### src/rtl/ysyx_24110015_lsu.sv
// Load/store unit: captures EXU results, issues one memory request per load/store, hands results to the WBU.
// Optional macro YSYX_24110015_LSU_MISALIGN_CHECK_EN diverts misaligned half/word accesses straight to DONE.
module ysyx_24110015_lsu (
   input  logic         clk,
   input  logic         rst,
   // Every handshake transfers on a rising edge where valid & ready are both 1; valid never drops before that edge.
   input  logic         in_valid,
   output logic         in_ready,
   output logic         out_valid,
   input  logic         out_ready,
   input  logic [31:0]  pc_i,
   input  logic [31:0]  inst_i,
   input  logic [31:0]  alu_out_i,
   input  logic [31:0]  csr_rdata_i,
   input  logic         RegWrite_i,
   input  logic         zicsr_i,
   input  logic         ebreak_i,
   input  logic         MemRead_i,
   input  logic         MemWrite_i,
   input  logic [4:0]   wb_addr_i,
   input  logic [2:0]   func3_i,
   input  logic [31:0]  store_data_i,
   input  logic [131:0] csr_bus_i,
   output logic [31:0]  pc_o,
   output logic [31:0]  inst_o,
   output logic [31:0]  alu_out_o,
   output logic [31:0]  csr_rdata_o,
   output logic         RegWrite_o,
   output logic         zicsr_o,
   output logic         ebreak_o,
   output logic         MemRead_o,
   output logic [4:0]   wb_addr_o,
   output logic [2:0]   func3_o,
   output logic [131:0] csr_bus_o,
   output logic [31:0]  mem_rdata_o,
   output logic         mem_req_valid,
   input  logic         mem_req_ready,
   output logic [31:0]  mem_addr,
   output logic [31:0]  mem_wdata,
   output logic         mem_wen,
   output logic [3:0]   mem_wmask,
   input  logic         mem_resp_valid,
   input  logic [31:0]  mem_rdata,
   output logic         processing,
   output logic         misalign_o,
   output logic [1:0]   state_o
);

   typedef enum logic [1:0] {
      S_IDLE = 2'd0,
      S_REQ  = 2'd1,
      S_WAIT = 2'd2,
      S_DONE = 2'd3
   } state_t;

   state_t         state_q;
   logic           out_valid_q, req_valid_q, processing_q;
   logic [31:0]    pc_q, inst_q, alu_q, csr_rdata_q, store_data_q, rdata_q;
   logic           regwrite_q, zicsr_q, ebreak_q, memread_q, memwrite_q;
   logic [4:0]     wb_addr_q;
   logic [2:0]     func3_q;
   logic [131:0]   csr_bus_q;
   logic           misalign_d;
   logic [3:0]     wmask_d;
   logic [31:0]    wdata_d;

`ifdef YSYX_24110015_LSU_MISALIGN_CHECK_EN
   logic misalign_q;

   assign misalign_d = (MemRead_i | MemWrite_i) &&
                       (((func3_i[1:0] == 2'b01) && alu_out_i[0]) ||
                        ((func3_i[1:0] == 2'b10) && (alu_out_i[1:0] != 2'b00)));

   always_ff @(posedge clk or posedge rst) begin
      if (rst)                         misalign_q <= 1'b0;
      else if (in_valid && in_ready)   misalign_q <= misalign_d;
   end

   assign misalign_o = misalign_q;
`else
   assign misalign_d = 1'b0;
   assign misalign_o = 1'b0;
`endif

   always_ff @(posedge clk or posedge rst) begin
      if (rst) begin
         state_q      <= S_IDLE;
         out_valid_q  <= 1'b0;
         req_valid_q  <= 1'b0;
         processing_q <= 1'b0;
         pc_q         <= '0;
         inst_q       <= '0;
         alu_q        <= '0;
         csr_rdata_q  <= '0;
         store_data_q <= '0;
         rdata_q      <= '0;
         regwrite_q   <= 1'b0;
         zicsr_q      <= 1'b0;
         ebreak_q     <= 1'b0;
         memread_q    <= 1'b0;
         memwrite_q   <= 1'b0;
         wb_addr_q    <= '0;
         func3_q      <= '0;
         csr_bus_q    <= '0;
      end else begin
         case (state_q)
            S_IDLE: if (in_valid) begin
               pc_q         <= pc_i;
               inst_q       <= inst_i;
               alu_q        <= alu_out_i;
               csr_rdata_q  <= csr_rdata_i;
               store_data_q <= store_data_i;
               rdata_q      <= '0;
               regwrite_q   <= RegWrite_i & ~misalign_d;
               zicsr_q      <= zicsr_i;
               ebreak_q     <= ebreak_i;
               memread_q    <= MemRead_i;
               memwrite_q   <= MemWrite_i;
               wb_addr_q    <= wb_addr_i;
               func3_q      <= func3_i;
               csr_bus_q    <= csr_bus_i;
               processing_q <= 1'b1;
               if ((MemRead_i || MemWrite_i) && !misalign_d) begin
                  state_q     <= S_REQ;
                  req_valid_q <= 1'b1;
               end else begin
                  state_q     <= S_DONE;
                  out_valid_q <= 1'b1;
               end
            end
            S_REQ: if (mem_req_ready) begin
               req_valid_q <= 1'b0;
               state_q     <= S_WAIT;
            end
            // Responses are only looked at here, so one coinciding with the request handshake is dropped.
            S_WAIT: if (mem_resp_valid) begin
               if (memread_q) rdata_q <= mem_rdata >> {alu_q[1:0], 3'b000};
               out_valid_q <= 1'b1;
               state_q     <= S_DONE;
            end
            S_DONE: if (out_ready) begin
               out_valid_q  <= 1'b0;
               processing_q <= 1'b0;
               state_q      <= S_IDLE;
            end
            default: state_q <= S_IDLE;
         endcase
      end
   end

   always_comb begin
      wmask_d = 4'b0000;
      wdata_d = store_data_q;
      if (memwrite_q) begin
         case (func3_q)
            3'b000: begin
               wmask_d = 4'b0001 << alu_q[1:0];
               wdata_d = {4{store_data_q[7:0]}};
            end
            3'b001: begin
               wmask_d = 4'b0011 << alu_q[1:0];
               wdata_d = {2{store_data_q[15:0]}};
            end
            3'b010:  wmask_d = 4'b1111;
            default: wmask_d = 4'b0000;
         endcase
      end
   end

   assign in_ready      = (state_q == S_IDLE);
   assign out_valid     = out_valid_q;
   assign mem_req_valid = req_valid_q;
   assign processing    = processing_q;
   assign state_o       = state_q;
   assign mem_addr      = {alu_q[31:2], 2'b00};
   assign mem_wdata     = wdata_d;
   assign mem_wmask     = wmask_d;
   assign mem_wen       = memwrite_q;
   assign pc_o          = pc_q;
   assign inst_o        = inst_q;
   assign alu_out_o     = alu_q;
   assign csr_rdata_o   = csr_rdata_q;
   assign RegWrite_o    = regwrite_q;
   assign zicsr_o       = zicsr_q;
   assign ebreak_o      = ebreak_q;
   assign MemRead_o     = memread_q;
   assign wb_addr_o     = wb_addr_q;
   assign func3_o       = func3_q;
   assign csr_bus_o     = csr_bus_q;
   assign mem_rdata_o   = rdata_q;

endmodule

### config.mk
export PLATFORM = sky130hd
export DESIGN_NAME = ysyx_24110015_lsu
export DESIGN_NICKNAME = d
export VERILOG_FILES = /design/src/rtl/ysyx_24110015_lsu.sv
export SDC_FILE = /design/constraint.sdc
export NUM_CORES = 1
export LEC_CHECK = 0
export BUFFER_PORTS_ARGS = -buffer_cell sky130_fd_sc_hd__buf_2
export CORE_AREA = 2 2 281 283
export DETAILED_ROUTE_END_ITERATION = 6
export DIE_AREA = 0 0 283 285
export PLACE_DENSITY = 0.43
export SYNTH_ARGS = -nofsm -noshare
export SYNTH_HDL_FRONTEND = slang
export SYNTH_SLANG_ARGS = --single-unit
### constraint.sdc
create_clock -name clk -period 13 [get_ports clk]
set_clock_uncertainty 0.15 [all_clocks]
set_input_delay 2.6 -clock clk [delete_from_list [all_inputs] [get_ports clk]]
set_output_delay 2.6 -clock clk [all_outputs]
set_load 0.05 [all_outputs]
==> impl_metrics.ini, run 1 <==
[place]
place.gp.congestion = 0.8111
portBuffers = 719
dp_hpwl_microns = 36090
placed_area_sq_um = 18570

[floorplan]
die_y_microns = 285
rows = 103
pin_count = 723
die_w_microns = 283
start_util_pct = 18.07
coreArea_sq_um = 77970
die_area_sq_um = 80660

[clock_tree]
hold_buffers = 0
clockRootBuffer = clkbuf_16
cts_num_sinks = 342
cts_tree = done
h-tree-depth = 2
numCtsBuffers = 43
post_cts_buffers = 0
clk_pin_slew_ns = 0.05
post_cts_resized = 0
insertion_delay_ns = 0.55
clockBufferDepth = 3

[grt]
grt_max_degree = 104
track_usage_pct = 11.40
antenna_found_initial = 6
grt_pass1_vias = 11210
overflow = 0
grt_pass1_wl_microns = 71130

[sta]
finalCriticalPeriod_ns = 5.494
hold_viol = 0
fin_worst_hold_slack_ns = 0.3441
fin_crit_sh_pct = 42.26
maxSlewViolCount = 0
rsz0062_at_grt = false
final-setup-viol-count = 0
tns_ns = 0
worstMarginPinSlew_ns = 1.198
fmax_mhz = 182.0
max_slew_margin_pct = 20.08

[worst_setup_path]
worst_path_max_delay_cell = nor3b_4
start_kind = flip-flop
endpoint_kind = output pin
rrSetupSlack_ns = 9.04
cp_max_fo = 24
worst_ep_arrival_time_ns = 2.74
reg2reg_depth = 6
worst_path_largest_cell_delay_ns = 1.02
crit_type = reg -> out
worstPathRequired_ns = 10.25
path_cells = nor3b_4 > nor2_1 > a21oi_1 > buf_2

[logic_synthesis]
syn_area_sq_um = 14090
ys_ff_latch = 342
yosys.area.top_type = dfrtp_1
async_flop_share_pct = 100.0
ys.flop_type = dfrtp_1
ys_top_cells_by_area = dfrtp_1, mux2_2, mux2i_1
yosysWarnings = 0
synth_top_area_share_pct = 60.75
synth_edf_count = 0
syn_inst = 940
ys_types = 33
ys_seq_area_share_pct = 60.75
synth_area_per_cell_sq_um = 14.99

[detailed_routing]
vias_per_cell = 3.795
drt_pass1_iterations = 4
drt-wirelength-per-cell_microns = 17.56
vias = 10290
antenna_left = 0
drtIter0Drc = 389
wl_microns = 47630
drc = 0

[status]
status = completed

[cells_and_area]
area_growth_syn_to_layout_pct = 42.65
nets = 1976
nFillCells = 8317
fin_area_sq_um = 20100
drive_gt1_share_pct = 68.67

[flow_run]
cap_violations = 0

[min_path]
min_path_type = reg -> reg
min_path_cells = 1
-- state kept, by name, summed over array words and instances, names as in the netlist, 2 cells and up --
| name | count |
|---|---|
| alu_out_o | 32 |
| csr_bus_o | 132 |
| csr_rdata_o | 32 |
| func3_o | 3 |
| inst_o | 32 |
| mem_rdata_o | 32 |
| pc_o | 32 |
| state_o | 2 |
| store_data_q | 32 |
| wb_addr_o | 5 |
-- kinds of logic (layout without fill, tap and decap cells) --
kind of cell             Yosys count  in the layout  share of synthesized area [%]
other                              1              5                        0.02662
AO/OA/AOI/OAI                     55             55                          3.171
adder cells (fa/ha/maj)            6              6                         0.5329
flip-flops                       342            342                          60.75
buffers and inverters            106            824                          4.299
multiplexers                     366            366                          28.93
AND/OR/NAND/NOR                   64             64                          2.292
-- cell usage after synthesis (6+ instances only) --
cell type / number
buf_4: 41
o2bb2ai_1: 8
nor2_1: 21
a211o_1: 8
a21oi_1: 12
mux2_2: 329
mux2i_1: 37
inv_1: 15
clkbuf_1: 10
a22o_1: 9
dfrtp_1: 342
nor2b_1: 12
ha_1: 6
nand2_1: 18
a32o_1: 8
buf_2: 37
-- layout make-up --
class / instances / area (sq um) / share of cell area [%]
inverter: 15 / 63.81 / 0.3175
sequential: 342 / 8558 / 42.59
tap: 1050 / 1314 / 6.538
clock buffer: 63 / 1303 / 6.482
clock inverter: 15 / 219.0 / 1.090
timing repair buffer: 731 / 3689 / 18.36
multi-input combinational: 494 / 4945 / 24.61
antenna: 2 / 5.005 / 0.02491
-- metrics by stage --
stage / util (%) / std cells / setup slack, ns
final: 25.77 / 2712 / 7.506
after global routing: 25.77 / 2712 / 7.270
after CTS: 25.77 / 2710 / 7.361
after detailed placement: 23.82 / 2632 / 7.190
after global placement: 23.82 / 2632 / 7.259
after floorplan: - / 942 / 0.7700
-- layout by cell type (no fill, tap or decap), types with 13 or more instances in the layout --
cell and count:
buf_2 719, clkbuf_16 44, dfrtp_1 342, inv_1 14, mux2i_1 37, clkbuf_8 13, mux2_2 329, nor2_1 21
nand2_1 17
-- path summary, 6_finish.rpt --
path                                            startpoint                      endpoint
worst min-delay path            mem_rdata_o[0]$_DFFE_PP0P_    mem_rdata_o[0]$_DFFE_PP0P_
worst min register to register  mem_rdata_o[0]$_DFFE_PP0P_    mem_rdata_o[0]$_DFFE_PP0P_
worst max register to register      state_o[0]$_DFFE_PP0P_  store_data_q[25]$_DFFE_PP0P_
min in group asynchronous                              rst        inst_o[13]$_DFFE_PP0P_
worst max-delay path                func3_o[1]$_DFFE_PP0P_                 mem_wdata[29]
max in group asynchronous                              rst   mem_rdata_o[23]$_DFFE_PP0P_
-- worst max-delay path, delay by kind of cell (launching register included) --
kind | cells | cell delay, ns
flops | 1 | 0.51
simple gates | 2 | 1.17
compound gates | 1 | 0.21
buf+inv | 1 | 0.29
-- metal layers --
metal	routed length (microns)	global-route usage [%]
met1	17640	12.43
met2	24960	20.64
met3	3597	3.608
met4	1415	4.149
met5	18	0
Power of run 1 is left out: the tool's default activity adds up to more than one toggle a clock period on the data nets, which glitch-free logic cannot reach.
==> run 2: changes to the inputs <==
- clock period: 13 -> 5.5 ns (I/O delays scaled with it)
==> run 2 against run 1 <==
Net effect:
- register-to-register slack got worse by 6.4 ns
- die area unchanged
- first-iteration DRC count shrank 32%
- non-clock buffer count grew 7
- utilization down 0.067 points
- cell area down 0.26%
- sequential share of layout area is 0.11 points higher
- critical path depth decreased by 1
- global-route usage rose by 0.27 points
- setup slack got worse by 5.9 ns
- via count increased by 0.65%
- largest cell class unchanged
- highest routed layer unchanged
==> impl_metrics.ini, run 2 (synthesis results as in run 1) <==
[grt]
antenna_found_initial = 11
grt_max_degree = 101
use_met3_pct = 3.664
overflow = 0
track_usage_pct = 11.66
globalRouteMet1Util_pct = 12.85
grt_pass1_wl_microns = 72290
met2_usage_pct = 20.99
grt_pass1_vias = 11280
top_usage_layer = met2

[clock_tree]
cts_num_sinks = 342
clockBufferDepth = 3
post_cts_resized = 0
h-tree-depth = 2
clockRootBuffer = clkbuf_16
clk_pin_slew_ns = 0.06
hold_buffers = 0
post_cts_buffers = 0
numCtsBuffers = 41
cts_tree = done
insertion_delay_ns = 0.55

[sta]
finalCriticalPeriod_ns = 3.922
fmax_mhz = 255.0
hold_viol = 0
worstMarginPinSlew_ns = 1.122
final-setup-viol-count = 0
rsz0062_at_grt = false
fin_crit_sh_pct = 71.31
max_slew_margin_pct = 25.10
maxSlewViolCount = 0
fin_ws_ns = 1.578

[worst_setup_path]
cp_max_fo = 15
path_cells = nor3_2 > mux2_2 > buf_2
start_kind = flip-flop
r2r_end = csr_bus_o[7]$_DFFE_PP0P_
worst_path_largest_cell_delay_ns = 0.84
rrSetupSlack_ns = 2.61
worstReg2RegStart = state_o[0]$_DFFE_PP0P_
worst_path_max_delay_cell = nor3_2
endpoint_kind = output pin
worst_ep_arrival_time_ns = 2.67
worstPathRequired_ns = 4.25
crit_type = reg -> out
reg2reg_depth = 5

[detailed_routing]
drc = 0
antenna_left = 0
vias_per_cell = 3.814
vias = 10360
drt-wirelength-per-cell_microns = 18.04
drt_pass1_iterations = 4
drtIter0Drc = 266
wl_microns = 48990

[floorplan]
die_w_microns = 283
die_y_microns = 285
rows = 103
die_area_sq_um = 80660
coreArea_sq_um = 77970
start_util_pct = 18.07
pin_count = 723

[cells_and_area]
final_common_cell = buf_2
most-common-layout-cells = buf_2, dfrtp_1, mux2_2
nets = 1981
drive_gt1_share_pct = 68.54
largest_register_ffs = 132
area_growth_syn_to_layout_pct = 42.28
nFillCells = 8316

[place]
dp_slack_ns = 2.123
portBuffers = 719
dp_hpwl_microns = 37430
place.gp.congestion = 0.8344

[flow_run]
cap_violations = 0

[status]
status = completed

[min_path]
hold_path_end = csr_bus_o[104]$_DFFE_PP0P_
min_path_cells = 1
hold_start = csr_bus_o[104]$_DFFE_PP0P_
min_path_type = reg -> reg
## run 2: cell types whose count changed in the layout (fill, tap and decap cells not counted)
cell	delta
clkbuf_16	-2
buf_12	+5
inv_16	+1
clkinv_4	-1
inv_6	-1
clkbuf_8	-3
clkinvlp_4	+1
inv_8	-1
diode_2	+5
clkinv_2	-1
buf_4	+2
clkbuf_1	+2
bufinv_16	-3
## run 2: worst max-delay path, delay by kind of cell (launching register included)
family	cells	cell delay, ns
DFF	1	0.64
buffers and inverters	1	0.21
and+or+nand+nor	1	0.84
muxes	1	0.42
## run 2: per-stage QoR
stage	hold slack [ns]	cell area, sq um	utilization [%]	setup TNS [ns]	std cells
floorplan	0.3254	14100	-	-110.98	942
global placement	0.3260	18680	23.96	0	2639
detailed placement	0.3372	18680	23.96	0	2639
CTS	0.3501	20030	25.68	0	2709
global route	0.3562	20040	25.71	0	2716
finish	0.3454	20040	25.71	0	2716
## run 2: how the worst max path moves through the flow
stage / cells after the start / slack (ns) / from / endpoint
after floorplan: 1 / -0.32 / rst / MemRead_o$_DFFE_PP0P_
after global placement: 3 / 2.21 / func3_o[0]$_DFFE_PP0P_ / mem_wdata[13]
after detailed placement: 3 / 2.12 / func3_o[0]$_DFFE_PP0P_ / mem_wdata[15]
after CTS: 3 / 1.49 / func3_o[0]$_DFFE_PP0P_ / mem_wdata[12]
after global routing: 3 / 1.42 / func3_o[1]$_DFFE_PP0P_ / mem_wdata[17]
final: 3 / 1.58 / func3_o[0]$_DFFE_PP0P_ / mem_wdata[14]
## run 2: per-layer routing
layer	up-vias	wire length, microns	share of wire [%]
met5	-	34	0.069
met4	4	1511	3.1
met3	82	3573	7.3
met2	446	25500	52
met1	5179	18370	37
li1	4647	-	-
## run 2: final cells by class
class                   instances  area, sq um  share of cell area [%]
clock buffers                  60         1219                   6.080
well taps                    1050         1314                   6.555
repair buffers                738         3804                   18.98
clock inverters                10        126.4                  0.6305
multi-input cells             494         4945                   24.67
inverters                      15        60.06                  0.2996
diodes                          7        17.52                 0.08740
flip-flops and latches        342         8558                   42.70
Power of run 2 is left out for the same reason.
==> run 3: changes to the inputs <==
- clock period: 5.5 -> 3.9 ns (I/O delays scaled with it)
==> run 3 against run 2 <==
Net effect:
- setup slack worse by 0.90 ns
- register-to-register slack worse by 1.2 ns
- count of clock-buffer cells in the layout down 4
- worst hold slack worse by 0.22 ns
- global-route usage up 0.14 points
- via count down 0.27%
- critical path type unchanged
- cell area up 1.8%
- non-clock buffer count up 16
==> impl_metrics.ini, run 3 (synthesis results as in run 1) <==
[detailed_routing]
vias = 10330
drt_pass1_iterations = 4
drt-wirelength-per-cell_microns = 18.00
antenna_left = 0
vias_per_cell = 3.771
wl_microns = 49310
drtIter0Drc = 295
drc = 0

[place]
dp_slack_ns = 1.212
place.gp.congestion = 0.8282
dp_hpwl_microns = 38580
placedCellCount = 2655
portBuffers = 719

[sta]
fmax_mhz = 310.2
final-setup-viol-count = 0
finalCriticalPeriod_ns = 3.224
max_slew_margin_pct = 42.80
hold_viol = 0
fin_crit_sh_pct = 82.67
fin_ws_ns = 0.6760
maxSlewViolCount = 0
fin_worst_hold_slack_ns = 0.1241
rsz0062_at_grt = false
worstMarginPinSlew_ns = 0.8581

[floorplan]
die_w_microns = 283
start_util_pct = 18.07
rows = 103
die_area_sq_um = 80660
pin_count = 723
die_y_microns = 285
coreArea_sq_um = 77970

[worst_setup_path]
worst_path_largest_cell_delay_ns = 0.65
cp-endpoint = mem_wdata[15]
cp_max_fo = 15
reg2reg_depth = 6
path_cells = nor3_2 > buf_4 > mux2_2 > buf_2
start_kind = flip-flop
endpoint_kind = output pin
worst_path_max_delay_cell = dfrtp_1
worstPathRequired_ns = 2.97
path_buf_inv = 2
worst_ep_arrival_time_ns = 2.29
startpoint = func3_o[0]$_DFFE_PP0P_
worstReg2RegStart = state_o[0]$_DFFE_PP0P_
path_delay_family = flip-flops
rrSetupSlack_ns = 1.37
r2r_end = inst_o[1]$_DFFE_PP0P_
crit_type = reg -> out
crit_cells = 4

[clock_tree]
clockRootBuffer = clkbuf_16
h-tree-depth = 2
insertion_delay_ns = 0.54
post_cts_resized = 0
hold_buffers = 0
cts_num_sinks = 342
cts_tree = done
clk_pin_slew_ns = 0.06
clockBufferDepth = 3
numCtsBuffers = 42
post_cts_buffers = 0

[cells_and_area]
most-common-layout-cells = buf_2, dfrtp_1, mux2_2
area_growth_syn_to_layout_pct = 44.77
nFillCells = 8327
drive_gt1_share_pct = 69.05
nets = 1998
final_common_cell = buf_2
fin_cells = 2739
largest_register_ffs = 132

[grt]
antenna_found_initial = 11
globalRouteMet1Util_pct = 12.92
grt_max_degree = 81
grt_pass1_wl_microns = 73200
overflow = 0
top_usage_layer = met2
track_usage_pct = 11.81
met2_usage_pct = 21.64
grt_pass1_vias = 11290
use_met3_pct = 3.624

[status]
status = completed

[min_path]
min_path_type = in -> async

[flow_run]
cap_violations = 0
## run 3: per-stage QoR
stage          util (%)  area [sq um]  setup TNS (ns)
2_1_floorplan         -         14100         -548.74
3_5_place_dp      24.18         18850               0
6_report          26.16         20390               0
3_3_place_gp      24.18         18850               0
4_1_cts           26.13         20370               0
5_1_grt           26.14         20380               0
## run 3: final cells by class
| cell class | instances | area [sq um] | area share, % |
|---|---|---|---|
| clock inverters | 19 | 326.6 | 1.601 |
| well taps | 1050 | 1314 | 6.442 |
| diodes | 9 | 22.52 | 0.1104 |
| clock buffers | 56 | 1195 | 5.859 |
| repair buffers | 754 | 3974 | 19.48 |
| flip-flops and latches | 342 | 8558 | 41.96 |
| multi-input cells | 494 | 4945 | 24.25 |
| inverters | 15 | 60.06 | 0.2945 |
## run 3: worst reg2reg max path: cells and delay by family, from the launching register on
family	cells	cell delay, ns
adder cells (fa/ha/maj)	1	0.34
buffers and inverters	3	0.71
flip-flops	1	0.42
multiplexers	1	0.40
AND/OR/NAND/NOR	1	0.41
## run 3: per-layer routing
layer  routed length [microns]  part of all wire (%)
met5                        30                 0.061
met4                      1225                   2.5
met3                      3624                   7.3
met2                     26080                    53
met1                     18350                    37
## run 3: how the worst min path moves through the flow
stage                                         to  slack [ns]  depth (start not counted)                    startpoint
floorplan           store_data_q[16]$_DFFE_PP0P_        0.33                          1  store_data_q[16]$_DFFE_PP0P_
detailed placement     csr_bus_o[10]$_DFFE_PP0P_        0.34                          1     csr_bus_o[10]$_DFFE_PP0P_
global route           csr_bus_o[84]$_DFFE_PP0P_        0.13                          2                           rst
finish                 csr_bus_o[73]$_DFFE_PP0P_        0.12                          2                           rst
CTS                    csr_bus_o[73]$_DFFE_PP0P_         0.1                          2                           rst
global placement            pc_o[24]$_DFFE_PP0P_        0.33                          1          pc_o[24]$_DFFE_PP0P_
Power of run 3 is left out for the same reason.
